## src/rtl/dmem_arbiter_pkg.sv

```systemverilog
// Shared types and width defaults for the data-memory arbiter and its helpers.
package dmem_arbiter_pkg;

   // Defaults mirror the core's memory index width and data word width.
   localparam int unsigned DEF_ADDR_W = 10;
   localparam int unsigned DEF_DATA_W = 64;

   typedef enum logic {
      ReqCore = 1'b0,
      ReqAux  = 1'b1
   } req_id_e;

   typedef enum logic {
      StCorePri  = 1'b0,
      StAuxForce = 1'b1
   } arb_state_e;

endpackage

```

## src/rtl/dmem_arbiter_if.sv

```systemverilog
// Requester and DataMem signals of the arbiter; slave is the arbiter view, master the
// view of the requesters plus memory.
interface dmem_arbiter_if #(
   parameter int unsigned ADDR_W = dmem_arbiter_pkg::DEF_ADDR_W,
   parameter int unsigned DATA_W = dmem_arbiter_pkg::DEF_DATA_W
) ();

   logic              core_req_i;
   logic              core_we_i;
   logic [ADDR_W-1:0] core_addr_i;
   logic [DATA_W-1:0] core_wdata_i;
   logic              core_gnt_o;
   logic              core_rvalid_o;
   logic [DATA_W-1:0] core_rdata_o;

   logic              aux_req_i;
   logic              aux_we_i;
   logic [ADDR_W-1:0] aux_addr_i;
   logic [DATA_W-1:0] aux_wdata_i;
   logic              aux_gnt_o;
   logic              aux_rvalid_o;
   logic [DATA_W-1:0] aux_rdata_o;

   logic              mem_we_o;
   logic              mem_re_o;
   logic [ADDR_W-1:0] mem_addr_o;
   logic [DATA_W-1:0] mem_wdata_o;
   logic [DATA_W-1:0] mem_rdata_i;

   modport slave (
      input  core_req_i, core_we_i, core_addr_i, core_wdata_i,
      input  aux_req_i, aux_we_i, aux_addr_i, aux_wdata_i,
      input  mem_rdata_i,
      output core_gnt_o, core_rvalid_o, core_rdata_o,
      output aux_gnt_o, aux_rvalid_o, aux_rdata_o,
      output mem_we_o, mem_re_o, mem_addr_o, mem_wdata_o
   );

   modport master (
      output core_req_i, core_we_i, core_addr_i, core_wdata_i,
      output aux_req_i, aux_we_i, aux_addr_i, aux_wdata_i,
      output mem_rdata_i,
      input  core_gnt_o, core_rvalid_o, core_rdata_o,
      input  aux_gnt_o, aux_rvalid_o, aux_rdata_o,
      input  mem_we_o, mem_re_o, mem_addr_o, mem_wdata_o
   );

endinterface

```

## src/rtl/dmem_starve_cnt.sv

```systemverilog
// Saturating count of consecutive aux denials; raises force_aux on the denial that
// brings the count to MAX_WAIT so the next cycle favours aux.
module dmem_starve_cnt #(
   parameter int unsigned MAX_WAIT = 4
) (
   input  logic clk_i,
   input  logic rstn_i,
   input  logic aux_req,
   input  logic aux_gnt,
   output logic force_aux
);

   localparam int unsigned CntW = $clog2(MAX_WAIT + 1);
   localparam logic [CntW-1:0] CntMax = CntW'(MAX_WAIT);

   logic [CntW-1:0] cnt_q, cnt_d;

   always_comb begin
      cnt_d     = '0;
      force_aux = 1'b0;
      if (aux_req && !aux_gnt) begin
         cnt_d     = (cnt_q == CntMax) ? cnt_q : cnt_q + 1'b1;
         force_aux = (cnt_d == CntMax);
      end
   end

   always_ff @(posedge clk_i or negedge rstn_i) begin
      if (!rstn_i) begin
         cnt_q <= '0;
      end else begin
         cnt_q <= cnt_d;
      end
   end

endmodule

```

## src/rtl/dmem_arbiter.sv

```systemverilog
// Two-port arbiter in front of the single-port DataMem: core has priority, aux is
// force-granted after MAX_WAIT consecutive denials; read data returns one cycle after grant.
module dmem_arbiter
   import dmem_arbiter_pkg::*;
#(
   parameter int unsigned ADDR_W   = DEF_ADDR_W,
   parameter int unsigned DATA_W   = DEF_DATA_W,
   parameter int unsigned MAX_WAIT = 4
) (
   input  logic          clk_i,
   input  logic          rstn_i,
   dmem_arbiter_if.slave bus
);

   arb_state_e        state_q, state_d;
   logic              core_gnt, aux_gnt, force_aux;
   logic              mem_we, mem_re;
   logic [ADDR_W-1:0] mem_addr;
   logic [DATA_W-1:0] mem_wdata;
   logic              resp_valid_q;
   req_id_e           resp_sel_q;
   logic [DATA_W-1:0] core_rdata_q, aux_rdata_q;

   dmem_starve_cnt #(
      .MAX_WAIT (MAX_WAIT)
   ) u_starve (
      .clk_i     (clk_i),
      .rstn_i    (rstn_i),
      .aux_req   (bus.aux_req_i),
      .aux_gnt   (aux_gnt),
      .force_aux (force_aux)
   );

   always_comb begin
      core_gnt = 1'b0;
      aux_gnt  = 1'b0;
      if (state_q == StAuxForce) begin
         if (bus.aux_req_i)       aux_gnt  = 1'b1;
         else if (bus.core_req_i) core_gnt = 1'b1;
      end else begin
         if (bus.core_req_i)      core_gnt = 1'b1;
         else if (bus.aux_req_i)  aux_gnt  = 1'b1;
      end
      // Forced aux turn lasts exactly one cycle.
      state_d = force_aux ? StAuxForce : StCorePri;
   end

   always_comb begin
      mem_we    = 1'b0;
      mem_re    = 1'b0;
      mem_addr  = '0;
      mem_wdata = '0;
      if (aux_gnt) begin
         mem_we    = bus.aux_we_i;
         mem_re    = ~bus.aux_we_i;
         mem_addr  = bus.aux_addr_i;
         mem_wdata = bus.aux_wdata_i;
      end else if (core_gnt) begin
         mem_we    = bus.core_we_i;
         mem_re    = ~bus.core_we_i;
         mem_addr  = bus.core_addr_i;
         mem_wdata = bus.core_wdata_i;
      end
   end

   // DataMem presents read data before the posedge ending the grant cycle.
   always_ff @(posedge clk_i or negedge rstn_i) begin
      if (!rstn_i) begin
         state_q      <= StCorePri;
         resp_valid_q <= 1'b0;
         resp_sel_q   <= ReqCore;
         core_rdata_q <= '0;
         aux_rdata_q  <= '0;
      end else begin
         state_q      <= state_d;
         resp_valid_q <= mem_re;
         if (mem_re) begin
            resp_sel_q <= aux_gnt ? ReqAux : ReqCore;
            if (aux_gnt) aux_rdata_q  <= bus.mem_rdata_i;
            else         core_rdata_q <= bus.mem_rdata_i;
         end
      end
   end

   assign bus.core_gnt_o    = core_gnt;
   assign bus.aux_gnt_o     = aux_gnt;
   assign bus.core_rvalid_o = resp_valid_q && (resp_sel_q == ReqCore);
   assign bus.aux_rvalid_o  = resp_valid_q && (resp_sel_q == ReqAux);
   assign bus.core_rdata_o  = core_rdata_q;
   assign bus.aux_rdata_o   = aux_rdata_q;
   assign bus.mem_we_o      = mem_we;
   assign bus.mem_re_o      = mem_re;
   assign bus.mem_addr_o    = mem_addr;
   assign bus.mem_wdata_o   = mem_wdata;

endmodule
```

## src/flat_wrapper.sv

```systemverilog
// flat-port wrapper written by rule: the top's interface ports become plain ports
module dmem_arbiter_flat import dmem_arbiter_pkg::*;
#(
   parameter int unsigned ADDR_W   = DEF_ADDR_W,
   parameter int unsigned DATA_W   = DEF_DATA_W,
   parameter int unsigned MAX_WAIT = 4
)
  (clk_i, rstn_i, bus_core_req_i, bus_core_we_i, bus_core_addr_i, bus_core_wdata_i, bus_aux_req_i, bus_aux_we_i, bus_aux_addr_i, bus_aux_wdata_i, bus_mem_rdata_i, bus_core_gnt_o, bus_core_rvalid_o, bus_core_rdata_o, bus_aux_gnt_o, bus_aux_rvalid_o, bus_aux_rdata_o, bus_mem_we_o, bus_mem_re_o, bus_mem_addr_o, bus_mem_wdata_o);
  dmem_arbiter_if #(.ADDR_W(ADDR_W), .DATA_W(DATA_W)) bus_i ();
  input  logic clk_i;
  input  logic rstn_i;
  input wire logic [$bits(bus_i.core_req_i)-1:0] bus_core_req_i;
  input wire logic [$bits(bus_i.core_we_i)-1:0] bus_core_we_i;
  input wire logic [$bits(bus_i.core_addr_i)-1:0] bus_core_addr_i;
  input wire logic [$bits(bus_i.core_wdata_i)-1:0] bus_core_wdata_i;
  input wire logic [$bits(bus_i.aux_req_i)-1:0] bus_aux_req_i;
  input wire logic [$bits(bus_i.aux_we_i)-1:0] bus_aux_we_i;
  input wire logic [$bits(bus_i.aux_addr_i)-1:0] bus_aux_addr_i;
  input wire logic [$bits(bus_i.aux_wdata_i)-1:0] bus_aux_wdata_i;
  input wire logic [$bits(bus_i.mem_rdata_i)-1:0] bus_mem_rdata_i;
  output wire logic [$bits(bus_i.core_gnt_o)-1:0] bus_core_gnt_o;
  output wire logic [$bits(bus_i.core_rvalid_o)-1:0] bus_core_rvalid_o;
  output wire logic [$bits(bus_i.core_rdata_o)-1:0] bus_core_rdata_o;
  output wire logic [$bits(bus_i.aux_gnt_o)-1:0] bus_aux_gnt_o;
  output wire logic [$bits(bus_i.aux_rvalid_o)-1:0] bus_aux_rvalid_o;
  output wire logic [$bits(bus_i.aux_rdata_o)-1:0] bus_aux_rdata_o;
  output wire logic [$bits(bus_i.mem_we_o)-1:0] bus_mem_we_o;
  output wire logic [$bits(bus_i.mem_re_o)-1:0] bus_mem_re_o;
  output wire logic [$bits(bus_i.mem_addr_o)-1:0] bus_mem_addr_o;
  output wire logic [$bits(bus_i.mem_wdata_o)-1:0] bus_mem_wdata_o;
  assign bus_i.core_req_i = bus_core_req_i;
  assign bus_i.core_we_i = bus_core_we_i;
  assign bus_i.core_addr_i = bus_core_addr_i;
  assign bus_i.core_wdata_i = bus_core_wdata_i;
  assign bus_i.aux_req_i = bus_aux_req_i;
  assign bus_i.aux_we_i = bus_aux_we_i;
  assign bus_i.aux_addr_i = bus_aux_addr_i;
  assign bus_i.aux_wdata_i = bus_aux_wdata_i;
  assign bus_i.mem_rdata_i = bus_mem_rdata_i;
  assign bus_core_gnt_o = bus_i.core_gnt_o;
  assign bus_core_rvalid_o = bus_i.core_rvalid_o;
  assign bus_core_rdata_o = bus_i.core_rdata_o;
  assign bus_aux_gnt_o = bus_i.aux_gnt_o;
  assign bus_aux_rvalid_o = bus_i.aux_rvalid_o;
  assign bus_aux_rdata_o = bus_i.aux_rdata_o;
  assign bus_mem_we_o = bus_i.mem_we_o;
  assign bus_mem_re_o = bus_i.mem_re_o;
  assign bus_mem_addr_o = bus_i.mem_addr_o;
  assign bus_mem_wdata_o = bus_i.mem_wdata_o;
  dmem_arbiter #(.ADDR_W(ADDR_W), .DATA_W(DATA_W), .MAX_WAIT(MAX_WAIT)) u_core (.clk_i(clk_i), .rstn_i(rstn_i), .bus(bus_i));
endmodule
```

## config.mk

```make
export PLATFORM = sky130hd
export DESIGN_NAME = dmem_arbiter_flat
export DESIGN_NICKNAME = d
export VERILOG_FILES = /design/src/rtl/dmem_arbiter_pkg.sv /design/src/rtl/dmem_arbiter_if.sv /design/src/rtl/dmem_starve_cnt.sv /design/src/rtl/dmem_arbiter.sv /design/src/flat_wrapper.sv
export SDC_FILE = /design/constraint.sdc
export NUM_CORES = 1
export LEC_CHECK = 0
export ABC_CLOCK_PERIOD_IN_PS = 2700
export BUFFER_PORTS_ARGS = -buffer_cell sky130_fd_sc_hd__buf_2
export CORE_AREA = 2 2 167 169
export DETAILED_ROUTE_END_ITERATION = 8
export DIE_AREA = 0 0 169 171
export GPL_ROUTABILITY_DRIVEN = 0
export SLEW_MARGIN = 20
export SYNTH_ARGS = -nofsm -noshare
export SYNTH_HDL_FRONTEND = slang
export SYNTH_SLANG_ARGS = --single-unit
```

## constraint.sdc

```tcl
create_clock -name clk_i -period 2.7 [get_ports clk_i]
set_clock_uncertainty 0.05 [all_clocks]
set_input_delay 0.54 -clock clk_i [delete_from_list [all_inputs] [get_ports clk_i]]
set_output_delay 0.54 -clock clk_i [all_outputs]
set_load 0.1 [all_outputs]
```

Word-level counts from Yosys, hierarchy flattened
Cells that the tools add are included.

Add/subtract/negate cells: 1. $mul: 0. Divide/modulo/power cells: 0. Magnitude comparators: 0. Equal/unequal tests: 2. Shifts and indexed selects: 0. Muxes and demuxes: 19. Bitwise operators: 4. Reduce and logical (&&, ||, !) cells: 6.

Operators with widths (number): 64-bit two-way mux (2); 10-bit two-way mux (2); 1-bit two-way mux (13); 3-bit equality test, second input constant (2); 3-bit two-way mux (2); 1-bit NOT (4); 2-bit AND reduction (2); 3-bit by 1-bit adder with 3-bit output, second input constant (1); 1-bit logical AND (3); 1-bit zero test (1).

Flip-flop bits (word level): 134. Bits in latches: 0. Memory bits (writable): 0. ROM bits: 0. Bits of input ports: 218. Output and inout bits: 208. Logic and storage cells: 38. Memories: 0.

Longest topological paths before layout
Depth after elaboration: 7. Depth in mapped cells: 5. Depth with buffers taken out: 5.

Hierarchy
A second synthesis with hierarchy kept.

Cell total of the unflattened synthesis: 400. Area, all modules: 5839.4 um2.

Modules (own cells, without submodules): dmem_arbiter (times used 1, cells each 378, area each 5657.9 um2); dmem_starve_cnt (times used 1, cells each 22, area each 181.4 um2).

Least setup slack after synthesis
Ideal clock, no wire load.

Path type: input -> output. Start point: input bus_core_req_i. End point: output bus_mem_wdata_o[54]. Arrival time: 2.854 ns. Setup slack: -0.744 ns. Stages on the path: 4. Path buffers: 1. Cells stage by stage: nor2b_2 nor2b_1 clkbuf_1 a22o_1.

Elaborated cells between the ends (all ways): 7. Those cells by class: 7 x mux.

RTL lines: start: declaration (RTL line flat_wrapper.sv:12) `input wire logic [$bits(bus_i.core_req_i)-1:0] bus_core_req_i;`; 1-bit two-way mux (RTL line dmem_arbiter.sv:41) `if (bus.core_req_i) core_gnt = 1'b1;`; 1-bit two-way mux (RTL line dmem_arbiter.sv:37) `if (state_q == StAuxForce) begin`; net bus_aux_gnt_o (RTL line flat_wrapper.sv:24) `output wire logic [$bits(bus_i.aux_gnt_o)-1:0] bus_aux_gnt_o;`; 64-bit two-way mux (RTL line dmem_arbiter.sv:53) `if (aux_gnt) begin`; end: declaration (RTL line flat_wrapper.sv:30) `output wire logic [$bits(bus_i.mem_wdata_o)-1:0] bus_mem_wdata_o;`.

The timed path passes the listed nets, and every way through them passes these cells.

Final worst setup path
Start point: register u_core.state_q. End point: output bus_mem_wdata_o[4].

Cells in the longest elaborated chain, start to end: 3. Elaborated cells between the ends (all ways): 4. Those cells by class: 4 x mux.

Ends and longest elaborated chain: start: declaration (RTL line dmem_arbiter.sv:15) `arb_state_e state_q, state_d;`; start signal: assignment (RTL line dmem_arbiter.sv:69) `state_q <= StCorePri;`; start signal: assignment (RTL line dmem_arbiter.sv:75) `state_q <= state_d;`; 1-bit two-way mux (RTL line dmem_arbiter.sv:37); 64-bit two-way mux (RTL line dmem_arbiter.sv:58) `end else if (core_gnt) begin`; 64-bit two-way mux * (RTL line dmem_arbiter.sv:53).

Every way passes the cells marked *; elsewhere a longest branch is shown, timed or not.

==> metrics.cfg <==
[run_status]
status = complete, no violations

[drt]
drc = 0
via_per_inst = 4.383
antenna_left = 0
vias = 5172
drt-wirelength-per-cell_um = 20.46
highest_layer = met5
postRouteWirelength_um = 24140
met3_length_um = 1969
wl_met2_um = 12090
drt_iter0_drc = 305
first_pass_iters = 4
wl_met1_um = 9372

[placed_design]
placedCellCount = 1142
pre_cts_slack_ps = 306.4
place_hpwl_um = 18910
io_buffers = 425

[critical_path]
setup.worst_path.end_class = output port
r2r-start = u_core.state_q
crit_required_ps = 2110
path_max_fanout = 70
cp-start-kind = register
startpoint = u_core.state_q
arrival_ps = 1940
path_class = reg -> out

[clocking]
clk_latency_ps = 410
cts-resized-gates = 0
cts_buffers = 17
cts-root-buf = clkbuf_16
clkTransAtPathRegs_ps = 70
clock-sinks = 134
cts_tree = done
holdBufCountCts = 1
clk_path_buf_depth = 2
ctsHtreeMaxLevel = 4
postCtsSetupRepairBufs = 0

[finish]
multiInputGateArea_mm2 = 0.002303
fin_util = 0.3724
final_common_cell = buf_2
drive_above_1_share = 0.6466
final_cell_mix = buf_2 (346), dfrtp_1 (134), buf_12 (84)
seqCellArea_mm2 = 0.003353
finalNetCount = 1036
finalNonFillerCells = 1180
syn_to_final_growth_pct = 75.24
nFillCells = 2679

[sta]
period_share = 0.9378
worstMarginPinSlew_ps = 534.4
slew_headroom = 0.6462
fmax_mhz = 394.9
setup_viol = 0
rsz0062_at_grt = no
slew_viol_final = 0
tns_ps = 0
fin_ws_ps = 167.9
hold_ws_ps = 299.9
hold_viol_final = 0
period_minus_slack_ps = 2532

[synth]
syn_nets = 613
synth_area_leaders = dfrtp_1 (58%), mux2_1 (14%), a22o_1 (11%)
synth_seq_area_share = 0.5775
synth_top_area_cell = dfrtp_1
yosysTopAreaCellShare = 0.5775
yosysWarnings = 0
syn_area_mm2 = 0.005807
synth_seq_cells = 134
netlist_instances = 393
synth_edf_count = 0
synth_flop_cell = dfrtp_1
syn-mean-instance-area_um2 = 14.78
async_flop_share = 1.000
yosysUniqueCellTypes = 28

[global_routing]
grt_max_degree = 76
grt_pass1_vias = 5316
track_usage = 0.1596
grt_pass1_wl_um = 34030
grt-ovfl-total = 0
antenna_found_initial = 5

[die]
core-area_mm2 = 0.02732
num_rows = 61
die_h_um = 171
ioPinCount = 426
start_util = 0.2125
die_w_um = 169
dieArea_mm2 = 0.02890

[job]
maxCapViolations = 0

[pwr]
power.density_mw_per_mm2 = 964.8
cellLeakagePower_uw = 0.004957
peakVddDrop_mv = 0.5316

[worst_hold_path]
min_path_type = in -> reg
min-delay-start = bus_mem_rdata_i[35]

[kinds of logic (layout without fill, tap and decap cells)]
kind of cell	Yosys count	in the layout	synth area share
DFF	134	134	0.5775
muxes	128	128	0.2482
AOI/OAI and AO/OA	79	79	0.1185
buffers and inverters	32	468	0.03189
and+or+nand+nor	18	18	0.01961
adders and majority gates	2	2	0.004309
other	0	5	0
[state kept, by name, indices dropped and copies added, names as in the netlist]
signal	cells
u_core.bus.core_rdata_o	64
u_core.bus.aux_rdata_o	64
u_core.state_q	1
u_core.resp_valid_q	1
u_core.resp_sel_q	1
u_core.u_starve.cnt_q	3
[routing by layer]
metal | track usage | vias to the layer above
met5 | 0 | -
met1 | 0.1849 | 2533
met2 | 0.2767 | 276
met4 | 0.05760 | 2
met3 | 0.05205 | 35
li1 | - | 2326
[layout make-up]
class                           instances  share of cell area
Sequential cell                       134              0.3295
Timing Repair Buffer                  434              0.3390
Inverter                                2           0.0007377
Antenna cell                            5            0.001230
Clock inverter                         14             0.01844
Tap cell                              346             0.04254
Multi-Input combinational cell        227              0.2264
Clock buffer                           18             0.04217
[per-stage QoR]
| step | instance area, um^2 | total power, uW |
|---|---|---|
| floorplan | 5821 | 6198 |
| global placement | 9537 | 7406 |
| detailed placement | 9537 | 7427 |
| CTS | 10160 | 9941 |
| global route | 10170 | 10160 |
| finish | 10180 | 9817 |
[worst max-delay path: stages, from the launching register on]
cell and delay [ps]:
dfrtp_1 420, nor2b_2 280, nor2b_4 80, buf_12 210, a22o_1 320, buf_12 180
[final timing paths]
kind / endpoint / slack, ps / cells after the start
setup / recovery: bus_mem_wdata_o[4] / 170 / 5
hold / removal: u_core.bus.core_rdata_o[35] / 300 / 2
setup reg to reg: u_core.bus.aux_rdata_o[33] / 920 / 4
hold reg to reg: u_core.bus.aux_rdata_o[12] / 430 / 1
max in group asynchronous: u_core.bus.aux_rdata_o[48] / 1590 / 3
min in group asynchronous: u_core.bus.core_rdata_o[27] / 430 / 2
[Yosys cell counts, types with 2 or more instances]
cell	number
inv_1	2
buf_4	6
nor2_1	3
ha_1	2
and3_1	2
clkbuf_1	4
mux2_2	58
a22o_1	75
buf_2	10
mux2_1	70
nor2b_1	3
dfrtp_1	134
buf_1	6
buf_6	4
[where the power goes]
part | switching [uW] | internal [uW]
Clock | 959 | 1480
Sequential | 162 | 2350
Combinational | 3860 | 1010
Total | 4980 | 4840
Power figures use the tool's default switching activity.
